<file path="src/rtl/input_and_mar.sv">
// input_and_mar: SAP-1 memory address register with front-panel switch override
module input_and_mar #(
    parameter int ADDR_W = 4
) (
    output logic [ADDR_W-1:0] out,
    input  logic              clk,
    input  logic              lm,
    input  logic              prog,
    input  logic [ADDR_W-1:0] a,
    input  logic [ADDR_W-1:0] in,
    input  logic              clr
);
    logic [ADDR_W-1:0] mar;
    // capture the W-bus address on lm; clr clears immediately and keeps loads out while high
    always_ff @(posedge clk or posedge clr)
        if (clr) mar <= '0;
        else if (lm) mar <= a;
    // program mode hands the RAM address lines to the switches; mar keeps loading underneath
    always_comb out = prog ? in : mar;
endmodule

</file>
<file path="config.mk">
export PLATFORM = sky130hd
export DESIGN_NAME = input_and_mar
export DESIGN_NICKNAME = d
export VERILOG_FILES = /design/src/rtl/input_and_mar.sv
export SDC_FILE = /design/constraint.sdc
export NUM_CORES = 1
export LEC_CHECK = 0
export CAP_MARGIN = 20
export CORE_AREA = 2 2 39 41
export CTS_CLUSTER_SIZE = 40
export DETAILED_ROUTE_END_ITERATION = 12
export DIE_AREA = 0 0 41 43
export GPL_TIMING_DRIVEN = 0
export PLACE_DENSITY_LB_ADDON = 0.3
export SLEW_MARGIN = 5
export SYNTH_ARGS = -nofsm -noshare
export SYNTH_HDL_FRONTEND = slang
export SYNTH_SLANG_ARGS = --single-unit
</file>
<file path="constraint.sdc">
create_clock -name clk -period 0.8 [get_ports clk]
set_input_delay 0.08 -clock clk [delete_from_list [all_inputs] [get_ports clk]]
set_output_delay 0.08 -clock clk [all_outputs]
set_load 0.01 [all_outputs]
</file>
Yosys cells after proc, flatten, opt, wreduce, memory -nomap -nowiden
Index checks and enable logic that the tools add are counted.
W data, S select, Z words.
{ "word_totals": {"register_bits": 4, "inputBits": 12, "word_cells": 2} }
{ "classes": {"mux": 1} }
{ "ops": {"columns": ["cell", "count"], "rows": [
  ["$mux W4", 1]
]} }

Longest topological paths before layout
{ "depth": {"depth_word": 1, "ltp_mapped": 1, "mapped_depth_nobuf": 1} }

Least setup slack after synthesis
OpenSTA, ideal clock, no wires.
{ "synth_path": {"kind": "register to register", "start": "reg mar[0] (netlist name)", "end": "reg mar[0]", "arrival_time_ns": 0.590, "setup_slack_ns": 0.085, "path_stages_with_launch": 2, "period_less_slack_ns": 0.715, "cell_sequence": "dfrtp_1 -> mux2_2"} }
{ "synth_lines": {"columns": ["item", "line", "text"], "rows": [
  ["to (signal assigned)", "16", "if (clr) mar <= '0;"],
  ["to (signal assigned)", "17", "else if (lm) mar <= a;"],
  ["to (decl)", "13", "logic [ADDR_W-1:0] mar;"]
]} }

Final worst setup path
{ "layout_path": {"start": "reg mar[3]", "end": "out out[3]"} }
{ "layout_between": {"elab_chain_cells": 1} }
{ "layout_rtl": {"columns": ["item", "line", "text"], "rows": [
  ["$mux W4", "19", "always_comb out = prog ? in : mar;"],
  ["to (decl)", "5", "output logic [ADDR_W-1:0] out,"]
]} }
Every way passes these cells.

==> impl_results.md <==
* Status: finished, violations left
* Failing checks: negative setup slack
* Unrepaired setup endpoints after global routing: true
* Post-route cell area at 419 um^2
* Minimum clock period at 1.10 ns
* Die ar. at 1760 um^2
* Setup TNS at -1.20 ns
* Worst slack, placed at -0.756 ns
* Pwr Total at 677 uW
* CTS tree: built
* Largest cells by area after synthesis: dfrtp_1 (52%), mux2_2 (46%), inv_1 (1.9%)
* Number of port buffers at 15
* Nets@finish at 46
* Total grt overflow at 0
* Maxcap violations at 0
* DRT antenna net count at 0
* Area of the multi-input gates at 109 um^2
* Storage cell area at 100 um^2
* Worst Slack Setup Final at -0.298 ns
* Final Hold Vio Count at 0
* Ys Warns at 0
* Max Fanout on Critical Path at 2
* Syn Nets at 25
* CTS Sinks at 4
* Die H at 43 um
* Final Util at 30.3%
* Area Growth Syn to Fin at 116%
* Htree depth at 1
* Final setup viols at 5
* DR pass1 iterations at 2
* CTS clk-pin slew, worst paths at 0.04 ns
* Final Skew at 0 ns
* Vias/cell at 3.88
* Largest Register: mar
* Worst setup path category: flip-flop to output port
* Post-synthesis sequential area ratio at 51.6%
* GRT Total Usage at 6.86%
* Fin crit share at 137%
* First DRT Iteration DRCs at 6
* Peak supply drop at 0.472 mV
* Num rows at 14
* Slew HR at 83.2%
* Core region area at 1380 um^2
* P_leak at 0.195 nW
* Hold Path Class: input port to asynchronous set/reset pin
* Non-Filler Instances at 48
* Syn Area/Cell at 14.9 um^2
* Yosys reg bits at 4
* Max reg flops at 4
* Worst-Skew Late Latency at 0.24 ns
* Largest net degree at the start of global routing at 5
* Worst Max-Slew Pin Slew at 0.252 ns
* Post-synth top area share at 51.6%
* Cell taking the most area after synthesis: dfrtp_1
* CTS Buf Count at 3
* DR vias at 186
* Ant. Diodes at 0
* CTS root buffer: clkbuf_4
* Vias in the first global route at 192
* Filler cell count at 144
* Number of remaining DRC errors at 0
* Commonest non-fill, non-tap cell in the layout: clkdlybuf4s50_1
* Critical Path AT at 1.02 ns
* Max frequency at 0.911 GHz
* Max clock buf depth at 2
* Distinct cells, synth at 3
* Share of cells above drive strength 1 at 50.0%
* Required time worst endpoint at 0.72 ns
* Slew Viols, Final at 0
* Worst Setup End Kind: output port
* Synthesized cell area at 194 um^2
* GPL Wtd Cong at 0.567
* Hold slack at 0.0257 ns
* Commonest cells after routing, fill and taps aside: clkdlybuf4s50_1 (9), mux2_4 (5), buf_6 (5)
* Die W at 41 um
* IO Pins at 16
* First-pass GRT wire length at 683 um
* Initial antenna violation count at 0
* Placed inst area at 364 um^2
* CP Launch Type: flip-flop
* Synth Instances at 13
* Pwr per Cell Area at 1620 nW/um^2
* Initial Util at 14.0%
* Top Registers: mar: 4 flops
* Inst Count DP at 44
* Average wire per standard cell at 10.5 um
* Routed wire length at 505 um
-- routing by layer --
layer	GRT usage, %	share of wire, %	wire [um]
met1	3.59	29	146
met2	11.3	54	273
met3	3.14	14	69
met4	10.0	3.2	16
met5	0	0	0
-- cell usage after synthesis (all sizes together) --
| library cell | n |
|---|---|
| mux2 | 8 |
| dfrtp | 4 |
| inv | 1 |
-- power breakdown --
part           leakage (nW)  switching [mW]  total, mW  internal (mW)
combinational         0.134          0.0521      0.191          0.139
clock                0.0138          0.0824      0.250          0.168
sequential           0.0468          0.0118      0.236          0.224
total                 0.195           0.146      0.677          0.531
-- cell families after synthesis --
group / share of synthesized area, %
muxes: 46.5
buffers and inverters: 1.93
DFF: 51.6
-- worst max-delay path: stages (launching register included) --
cell,delay (ns)
dfrtp_1,0.39
mux2_4,0.28
buf_6,0.12
-- layout make-up --
type                       instances  area share [%]
clock buffer                       3            5.37
inverter                           1           0.896
multi-input combinational          8            26.0
sequential                         4            23.9
tap                               16            4.78
timing repair buffer              16            39.1
-- final timing paths --
kind | startpoint | end | slack [ns] | depth (start not counted)
max | mar[3] | out[3] | -0.30 | 2
min | clr | mar[3] | 0.03 | 2
max reg2reg | mar[3] | mar[3] | -0.08 | 2
min reg2reg | mar[1] | mar[1] | 0.50 | 1
max in group asynchronous | clr | mar[2] | 0.63 | 2
min in group clk | lm | mar[0] | 0.35 | 2
-- what timing repair did --
| action | in CTS | in global routing |
|---|---|---|
| setup endpoints to repair | 8 | 5 |
| resized for setup | 26 | 2 |
| setup buffers | 1 | 1 |
| hold buffers | 0 | 0 |
Note: power is estimated with default switching activity, not from simulation.
